==> config.mk <==
export PLATFORM = sky130hd
export DESIGN_NAME = ldl_rr_v2_flat
export DESIGN_NICKNAME = d
export VERILOG_FILES = /design/src/rtl/ldl_rr_v2_if.sv /design/src/rtl/ldl_rr_v2.sv /design/src/flat_wrapper.sv
export SDC_FILE = /design/constraint.sdc
export NUM_CORES = 1
export LEC_CHECK = 0
export ABC_AREA = 0
export BUFFER_PORTS_ARGS = -buffer_cell sky130_fd_sc_hd__buf_2
export CORE_MARGIN = 10
export CORE_UTILIZATION = 30
export DETAILED_ROUTE_END_ITERATION = 16
export GPL_TIMING_DRIVEN = 0
export PLACE_DENSITY_LB_ADDON = 0.05
export SLEW_MARGIN = 40
export SYNTH_ARGS = -nofsm -noshare
export SYNTH_HDL_FRONTEND = slang
export SYNTH_SLANG_ARGS = --single-unit
==> constraint.sdc <==
create_clock -name clk -period 5.17 [get_ports clk]
set_input_delay 0.2585 -clock clk [delete_from_list [all_inputs] [get_ports clk]]
set_output_delay 0.2585 -clock clk [all_outputs]
set_load 0.02 [all_outputs]
==> src/rtl/ldl_rr_v2_if.sv <==
// Request/grant bundle between requesters and the weighted round-robin arbiter.
// The arbiter takes the slave side; the requester/downstream side takes master.
interface ldl_rr_v2_if #(
    parameter int BIN_WIDTH    = 3,
    parameter int WEIGHT_WIDTH = 4
);
    localparam int REQ_WIDTH = 1 << BIN_WIDTH;

    logic [REQ_WIDTH-1:0]              req;
    logic [REQ_WIDTH*WEIGHT_WIDTH-1:0] weight;
    logic                              lock;
    logic                              ready;
    logic                              valid;
    logic [REQ_WIDTH-1:0]              hot;
    logic [BIN_WIDTH-1:0]              bin;

    modport master (
        output req, weight, lock, ready,
        input  valid, hot, bin
    );

    modport slave (
        input  req, weight, lock, ready,
        output valid, hot, bin
    );
endinterface

==> src/rtl/ldl_rr_v2.sv <==
// Weighted round-robin arbiter: grantee keeps the slot for up to weight beats, lock holds it.
// Latency: request to grant 1 clk, back-to-back grants one beat per clk with no bubble.
// Backpressure: ready=0 freezes grant, index and credits; request changes are ignored until ready.
module ldl_rr_v2 #(
    parameter int BIN_WIDTH    = 3,
    parameter int REQ_WIDTH    = 1 << BIN_WIDTH,
    parameter int WEIGHT_WIDTH = 4
) (
    input  logic        clk,
    input  logic        rst_n,
    ldl_rr_v2_if.slave  s
);

    typedef enum logic {
        IDLE  = 1'b0,
        GRANT = 1'b1
    } state_t;

    state_t                  state_q, state_nxt;
    logic [BIN_WIDTH-1:0]    bin_q, bin_nxt;
    logic [BIN_WIDTH-1:0]    ptr_q, ptr_nxt;
    logic [REQ_WIDTH-1:0]    hot_q, hot_nxt;
    logic [WEIGHT_WIDTH-1:0] cnt_q, cnt_nxt;

    logic                    any_req;
    logic                    own_req;
    logic [BIN_WIDTH-1:0]    pick_idle;
    logic [BIN_WIDTH-1:0]    pick_rot;

    // First set bit of v strictly after 'from', wrapping; k=REQ_WIDTH wraps back onto 'from'
    // so a sole requester can be re-granted.
    function automatic logic [BIN_WIDTH-1:0] sel(
        input logic [REQ_WIDTH-1:0] v,
        input logic [BIN_WIDTH-1:0] from
    );
        logic [BIN_WIDTH-1:0] idx;
        logic                 found;
        sel   = from;
        found = 1'b0;
        for (int k = 1; k <= REQ_WIDTH; k++) begin
            idx = from + BIN_WIDTH'(k);
            if (!found && v[idx]) begin
                sel   = idx;
                found = 1'b1;
            end
        end
    endfunction

    function automatic logic [WEIGHT_WIDTH-1:0] weff(
        input logic [REQ_WIDTH*WEIGHT_WIDTH-1:0] w,
        input logic [BIN_WIDTH-1:0]              i
    );
        logic [WEIGHT_WIDTH-1:0] f;
        f = w[int'(i)*WEIGHT_WIDTH +: WEIGHT_WIDTH];
        return (f == '0) ? WEIGHT_WIDTH'(1) : f;
    endfunction

    assign any_req   = |s.req;
    assign own_req   = s.req[bin_q];
    assign pick_idle = sel(s.req, ptr_q);
    // On rotation the pointer moves to the finishing grantee before the search.
    assign pick_rot  = sel(s.req, bin_q);

    always_comb begin
        state_nxt = state_q;
        bin_nxt   = bin_q;
        ptr_nxt   = ptr_q;
        hot_nxt   = hot_q;
        cnt_nxt   = cnt_q;
        unique case (state_q)
            IDLE: begin
                if (any_req) begin
                    state_nxt = GRANT;
                    bin_nxt   = pick_idle;
                    hot_nxt   = REQ_WIDTH'(1) << pick_idle;
                    cnt_nxt   = weff(s.weight, pick_idle);
                end
            end
            GRANT: begin
                if (s.ready) begin
                    if (s.lock && own_req) begin
                        cnt_nxt = cnt_q;
                    end else if ((cnt_q > WEIGHT_WIDTH'(1)) && own_req) begin
                        cnt_nxt = cnt_q - WEIGHT_WIDTH'(1);
                    end else begin
                        ptr_nxt = bin_q;
                        if (any_req) begin
                            bin_nxt = pick_rot;
                            hot_nxt = REQ_WIDTH'(1) << pick_rot;
                            cnt_nxt = weff(s.weight, pick_rot);
                        end else begin
                            state_nxt = IDLE;
                            hot_nxt   = '0;
                        end
                    end
                end
            end
            default: state_nxt = IDLE;
        endcase
    end

    always_ff @(posedge clk) begin
        if (!rst_n) begin
            state_q <= IDLE;
            bin_q   <= '0;
            ptr_q   <= BIN_WIDTH'(REQ_WIDTH - 1);
            hot_q   <= '0;
            cnt_q   <= '0;
        end else begin
            state_q <= state_nxt;
            bin_q   <= bin_nxt;
            ptr_q   <= ptr_nxt;
            hot_q   <= hot_nxt;
            cnt_q   <= cnt_nxt;
        end
    end

    assign s.valid = (state_q == GRANT);
    assign s.hot   = hot_q;
    assign s.bin   = bin_q;

    a_hot_match: assert property (@(posedge clk) disable iff (!rst_n)
        s.valid |-> (s.hot == (REQ_WIDTH'(1) << s.bin)));
    a_hot_idle: assert property (@(posedge clk) disable iff (!rst_n)
        !s.valid |-> (s.hot == '0));
    a_cnt_live: assert property (@(posedge clk) disable iff (!rst_n)
        s.valid |-> (cnt_q != '0));

endmodule

==> src/flat_wrapper.sv <==
// flat-port wrapper written by rule: the top's interface ports become plain ports
module ldl_rr_v2_flat 
#(
    parameter int BIN_WIDTH    = 3,
    parameter int REQ_WIDTH    = 1 << BIN_WIDTH,
    parameter int WEIGHT_WIDTH = 4
)
  (clk, rst_n, s_req, s_weight, s_lock, s_ready, s_valid, s_hot, s_bin);
  ldl_rr_v2_if #(.BIN_WIDTH(BIN_WIDTH), .WEIGHT_WIDTH(WEIGHT_WIDTH)) s_i ();
  input  logic clk;
  input  logic rst_n;
  input wire logic [$bits(s_i.req)-1:0] s_req;
  input wire logic [$bits(s_i.weight)-1:0] s_weight;
  input wire logic [$bits(s_i.lock)-1:0] s_lock;
  input wire logic [$bits(s_i.ready)-1:0] s_ready;
  output wire logic [$bits(s_i.valid)-1:0] s_valid;
  output wire logic [$bits(s_i.hot)-1:0] s_hot;
  output wire logic [$bits(s_i.bin)-1:0] s_bin;
  assign s_i.req = s_req;
  assign s_i.weight = s_weight;
  assign s_i.lock = s_lock;
  assign s_i.ready = s_ready;
  assign s_valid = s_i.valid;
  assign s_hot = s_i.hot;
  assign s_bin = s_i.bin;
  ldl_rr_v2 #(.BIN_WIDTH(BIN_WIDTH), .REQ_WIDTH(REQ_WIDTH), .WEIGHT_WIDTH(WEIGHT_WIDTH)) u_core (.clk(clk), .rst_n(rst_n), .s(s_i));
endmodule
Word-level counts from Yosys, hierarchy flattened
Index checks and enable logic that the tools add are counted.
Storage, ports and cells
  register bits: 19
Operators by class
  add/sub/neg operators: 15
  magnitude comparators: 17
  eq/ne operators: 6
  shift operators: 4
  mux-type cells: 87
  bitwise logic cells: 3
  reductions and logical operators: 37
Operator list (number)
  < comparator 3 x 4 -> 1 bit, second input constant: 16
  indexed part select 32 x 6 -> 4 bit: 2
  2-to-1 mux 3 bit: 21
  binary-select mux 1 bit (select 3 bit): 16
  2-to-1 mux 8 bit: 5
  2-to-1 mux 1 bit: 34
  2-to-1 mux 4 bit: 7
  adder 3 bit, second input constant: 8
  logical AND 1 bit: 16
  case mux 8 bit (2 select lines): 1
  << shifter 1 x 3 -> 8 bit, first input constant: 2
  logical NOT 1 bit: 14
  adder 3 x 2 -> 3 bit, second input constant: 4
  AND reduction 4 bit: 3
  logical NOT 4 bit: 2
  != test 2 bit, second input constant: 4
  case mux 4 bit (2 select lines): 1
  OR reduction 8 bit: 1
  adder 3 x 1 -> 3 bit, second input constant: 2
  case mux 3 bit (2 select lines): 1
  AND reduction 5 bit: 1
  > comparator 4 x 1 -> 1 bit, second input constant: 1
  subtractor 4 x 1 -> 4 bit, second input constant: 1
  != test 3 bit, second input constant: 1
  3 further kinds: 5

Longest topological paths before layout
  depth in word-level cells: 33
  mapped depth: 21
  gate-level depth less buffers: 13

Worst setup path after synthesis
No wires, ideal clock.
  path kind: register to register
  start point: reg u_core.ptr_q[0]
  end point: reg u_core.cnt_q[1]
  setup time: 0.115 ns
  arrival time: 4.645 ns
  required time: 5.055 ns
  path slack: 0.411 ns
  stages on the path, launching flop included: 21
  period minus slack after synthesis: 4.759 ns
  cells stage by stage: dfxtp_1 clkbuf_1 buf_2 buf_1 buf_2 inv_1 ha_1 clkbuf_1 mux2_2 mux2_2 o221a_2 nor2_1 a31oi_1 or2_2 clkbuf_1 buf_2 nand2_1 nand3_1 a311oi_1 a211oi_1 o21a_1
On the way
  cells in the longest elaborated chain, start to end: 30
  elaborated cells between the ends (all ways): 57
RTL lines
  from (decl): line ldl_rr_v2.sv:21  | logic [BIN_WIDTH-1:0] ptr_q, ptr_nxt;
  from (signal assigned): line ldl_rr_v2.sv:106  | ptr_q <= BIN_WIDTH'(REQ_WIDTH - 1);
  from (signal assigned): line ldl_rr_v2.sv:112  | ptr_q <= ptr_nxt;
  adder 3 x 1 -> 3 bit: line ldl_rr_v2.sv:41  | idx = from + BIN_WIDTH'(k);
  binary-select mux 1 bit (select 3 bit): line ldl_rr_v2.sv:42  | if (!found && v[idx]) begin
  2-to-1 mux 1 bit (not written as such): line ldl_rr_v2.sv:42
  2-to-1 mux 1 bit: line ldl_rr_v2.sv:42
  logical NOT 1 bit: line ldl_rr_v2.sv:42
  logical AND 1 bit: line ldl_rr_v2.sv:42
  2-to-1 mux 1 bit: line ldl_rr_v2.sv:42
  logical NOT 1 bit: line ldl_rr_v2.sv:42
  (+14 left out)
  logical NOT 1 bit: line ldl_rr_v2.sv:42
  logical AND 1 bit: line ldl_rr_v2.sv:42
  2-to-1 mux 3 bit *: line ldl_rr_v2.sv:42
  indexed part select 32 x 6 -> 4 bit *: line ldl_rr_v2.sv:54  | f = w[int'(i)*WEIGHT_WIDTH +: WEIGHT_WIDTH];
  logical NOT 4 bit: line ldl_rr_v2.sv:55  | return (f == '0) ? WEIGHT_WIDTH'(1) : f;
  2-to-1 mux 4 bit *: line ldl_rr_v2.sv:55
  2-to-1 mux 4 bit *: line ldl_rr_v2.sv:72  | if (any_req) begin
  case mux 4 bit (2 select lines) *: line ldl_rr_v2.sv:70  | unique case (state_q)
  to (signal assigned): line ldl_rr_v2.sv:114  | cnt_q <= cnt_nxt;
  to (decl): line ldl_rr_v2.sv:23  | logic [WEIGHT_WIDTH-1:0] cnt_q, cnt_nxt;
Mark *: on every way between the ends. The rest lies on a longest branch, timed or not. The select of a mux whose other input is x is not followed.
A chain may end at the register's enable or synchronous reset.

Worst setup path after layout
  start point: reg u_core.bin_q[0] (netlist: u_core.s.bin[0])
  end point: reg u_core.cnt_q[0]
On the way
  cells in the longest elaborated chain, start to end: 33
  elaborated cells between the ends (all ways): 65
RTL lines
  from (decl): line ldl_rr_v2.sv:20  | logic [BIN_WIDTH-1:0] bin_q, bin_nxt;
  from (signal assigned): line ldl_rr_v2.sv:111  | bin_q <= bin_nxt;
  adder 3 x 1 -> 3 bit: line ldl_rr_v2.sv:41
  binary-select mux 1 bit (select 3 bit): line ldl_rr_v2.sv:42
  2-to-1 mux 1 bit (not written as such): line ldl_rr_v2.sv:42
  2-to-1 mux 1 bit: line ldl_rr_v2.sv:42
  logical NOT 1 bit: line ldl_rr_v2.sv:42
  logical AND 1 bit: line ldl_rr_v2.sv:42
  2-to-1 mux 1 bit: line ldl_rr_v2.sv:42
  logical NOT 1 bit: line ldl_rr_v2.sv:42
  (+17 left out)
  indexed part select 32 x 6 -> 4 bit: line ldl_rr_v2.sv:54
  logical NOT 4 bit: line ldl_rr_v2.sv:55
  2-to-1 mux 4 bit: line ldl_rr_v2.sv:55
  2-to-1 mux 4 bit: line ldl_rr_v2.sv:87  | if (any_req) begin
  2-to-1 mux 4 bit: line ldl_rr_v2.sv:83  | end else if ((cnt_q > WEIGHT_WIDTH'(1)) && own_req) begin
  2-to-1 mux 4 bit: line ldl_rr_v2.sv:81  | if (s.lock && own_req) begin
  2-to-1 mux 4 bit: line ldl_rr_v2.sv:80  | if (s.ready) begin
  case mux 4 bit (2 select lines): line ldl_rr_v2.sv:70
Parallel ways exist; a longest one is shown, timed or not. The select of a mux whose other input is x is not followed.

==> results.md <==
- Status: completed
- Number of global-route vias before repair: 4311
- Antenna-violating nets left: 0
- Root Buffer: clkbuf_16
- Min-Delay Path Class: in -> reg
- Ys async rst share: 0%
- # setup viols final: 0
- Top FF cell, synth: dfxtp_1
- Initial antenna violation count: 0
- CP arrival: 5.07 ns
- Tot GR Track Use: 15.3%
- Mean post-synth cell area: 7.65 µm²
- CP max stage cell: mux4_2
- Crit-path cells: buf_6 -> buf_6 -> inv_2 -> clkbuf_2 -> ha_1 -> buf_6 -> mux2_2 -> mux4_2 -> buf_2 -> a31oi_1 -> o31a_2 -> clkbuf_1 -> a22oi_1 -> a311oi_1 -> mux2i_1 -> mux2_4 -> o41ai_2 -> a31oi_1 -> o22ai_1
- CP max FO: 10
- Global-route wire length before repair: 23400 µm
- Cell Int Power: 1.69 mW
- PortBufs: 53
- Total CTS buffers: 3
- Max_slew headroom: 49.0%
- VDD IR max: 0.336 mV
- Worst-Margin Slew: 0.754 ns
- Post-Syn Area: 3970 µm²
- Max incr delay on CP: 0.47 ns
- Residual DRC: 0
- Final Hold Viols: 0
- Post-synth EDFFs: 0
- Ratio of cells with drive above 1 in the final layout: 23.1%
- Critical Path Start Type: register
- Most common cell after layout, fill and taps aside: nand2_1
- CTS tree: yes
- Die Footprint: 18200 µm²
- Achievable Freq: 204 MHz
- Vias post-DR: 4372
- Clock Pin Slew Worst Setup and Hold Paths: 0.06 ns
- Die height: 135 µm
- Sw Pwr: 1.99 mW
- Comb power frac: 89.1%
- Finished Cell Area: 4600 µm²
- Placed cell count: 744
- Fin crit share: 94.6%
- Minimum clock period: 4.89 ns
- Ports: 56
- Combinational family with the most area after synthesis: multiplexers
- Leakage: 1.92 nW
- Synth warnings: 0
- RD Place Congestion: 0.876
- CP Capture Type: register
- Adder-Cell Fraction of Synth Area: 1.89%
- Sink Count: 19
- Layout Cells excl Fill: 748
- Area delta synth->final: 16.0%
- Worst Skew: 0.00604 ns
- WL per Instance: 19.5 µm
- CP delay by family, top: compound AO/OA/AOI/OAI gates
- DP HPWL: 11200 µm
- Layout Nets: 627
- Synth Register Bits: 19
- Clock latency at the later pin of the worst-skew pair: 0.25 ns
- # rows: 41
- Slew Viols, Final: 0
- Largest net degree at the start of global routing: 12
- DRT Wirelength: 14600 µm
- Max cap viols: 0
- Commonest non-fill, non-tap cells in the layout: nand2_1, buf_2, mux2i_1
- Post-DP Area: 4450 µm²
- Syn Nets: 569
- Vias per inst: 5.84
- Sequential fraction of the synthesis area: 9.58%
- CTS H-tree depth: 1
- Power share of the sequential group: 6.5%
- Mux contribution to synthesized area: 31.0%
- Initial core utilization: 31.1%
- Fraction of the mapped netlist area in simple logic gates: 20.6%
- Pwr Density: 799 nW/µm²
- Most common cell on crit path: buf_6
- GRT overflow: 0
- Sw frac: 54.2%
- Buf/Inv on CP: 7
- 1st-iter DRT viols: 292
- Die Wd: 135 µm
- Antenna Cells: 0
- Buffer depth of the longest clock path: 2
- Synth Instances: 519
- Xor/xnor share of the synthesized area: 2.21%
- First-pass DRT Iterations: 5
- Area of the core: 12800 µm²
- Compound-Gate Fraction of Synth Area: 26.8%
- Required @ worst endpoint: 5.35 ns
- Kind of critical path: reg -> reg
- Synth unique cells: 67
- Clock power frac: 4.4%
per-stage QoR:
step / TNS [ns] / power [mW] / setup slack (ns) / hold slack, ns / utilization [%]
after global placement: -8.19 / 3.40 / -0.934 / 0.493 / 34.8
after global routing: -0.00318 / 4.00 / -0.00318 / 0.431 / 36.0
final: 0 / 3.68 / 0.278 / 0.382 / 36.0
after CTS: 0 / 3.63 / 0.0273 / 0.381 / 35.7
after detailed placement: -7.39 / 3.41 / -0.852 / 0.493 / 34.8
after floorplan: 0 / 2.65 / 0.411 / 0.545 / -
cells by family (layout without fill, tap and decap cells):
family                   Yosys count  after routing
multiplexers                      91             91
adder cells (fa/ha/maj)            6              6
AND/OR/NAND/NOR                  177            177
XOR/XNOR                          10             10
AO/OA/AOI/OAI                    147            147
flip-flops                        19             19
buffers and inverters             69            126
synthesized netlist by cell type, types with 5 or more instances:
library cell  instances  area [µm²]
mux2i_1              49         490
a211oi_1             15         113
xnor2_1               6        52.6
ha_1                  6        75.1
nand2_1              86         323
mux4_2               20         450
buf_6                 6        67.6
o21ai_0              25         125
clkbuf_1             33         124
nor3_1                6        30.0
nor2_1               32         120
a22oi_1              19         143
a21oi_1              19        95.1
o211ai_1              6        45.0
o31ai_1               5        37.5
nand2b_1              8        50.1
and4_1               10        87.6
inv_1                16        60.1
o22ai_1               7        43.8
nand3_1              12        60.1
buf_2                 8        40.0
a311oi_1             13         114
mux2_1                5        56.3
mux2_2               11         124
dfxtp_1              19         380
worst paths after layout:
path	startpoint	to	slack, ns	depth (start not counted)
max	u_core.s.bin[0]$_SDFFE_PN0P_	u_core.cnt_q[0]$_SDFFE_PN0P_	0.28	19
max reg2reg	u_core.s.bin[0]$_SDFFE_PN0P_	u_core.cnt_q[0]$_SDFFE_PN0P_	0.28	19
min	rst_n	u_core.ptr_q[1]$_SDFFE_PN1P_	0.38	2
min reg2reg	u_core.s.hot[0]$_SDFFE_PN0P_	u_core.s.hot[0]$_SDFFE_PN0P_	0.50	2
worst reg2reg max path, stage by stage, from the launching register on:
cell and delay, ns:
dfxtp_1 0.42, buf_6 0.16, buf_6 0.16, inv_2 0.12, clkbuf_2 0.22, ha_1 0.33, buf_6 0.13, mux2_2 0.33
mux4_2 0.47, buf_2 0.21, a31oi_1 0.24, o31a_2 0.21, clkbuf_1 0.36, a22oi_1 0.17, a311oi_1 0.27, mux2i_1 0.12
mux2_4 0.32, o41ai_2 0.33, a31oi_1 0.09, o22ai_1 0.17
final cells by class:
type	instances	area, µm²
well taps	172	215
clock buffers	3	75.1
fillers	1399	8170
multi-input cells	431	3320
repair buffers	56	288
clock inverters	1	5.00
flip-flops and latches	19	380
plain buffers	46	250
inverters	20	75.1
power groups by stage:
stage	combinational [mW]	clock [mW]	sequential, mW
6_report	3.28	0.163	0.239
5_1_grt	3.58	0.173	0.247
4_1_cts	3.22	0.166	0.239
3_5_place_dp	3.17	0	0.242
3_3_place_gp	3.16	0	0.241
2_1_floorplan	2.38	0	0.268
sequential cells by signal, summed over array words and instances, names as in the netlist:
signal / cells
u_core.s.hot: 8
u_core.cnt_q: 4
u_core.ptr_q: 3
u_core.s.bin: 3
u_core.s.valid: 1
repair_timing:
| action | CTS | global route |
|---|---|---|
| resized for setup | 11 | 12 |
| cloned | 0 | 0 |
| pin swaps | 1 | 1 |
| buffers inserted | 1 | 2 |
| setup endpoints to repair | 14 | 13 |
| hold buffers | 0 | 0 |
routing by layer:
| metal | share of wire, % | vias up | global-route usage, % |
|---|---|---|---|
| met3 | 4.4 | 6 | 1.93 |
| met5 | 0 | - | 0 |
| met4 | 0.52 | 0 | 1.85 |
| li1 | - | 2109 | - |
| met1 | 47 | 2139 | 21.4 |
| met2 | 48 | 118 | 25.2 |
Power figures use the tool's default switching activity.
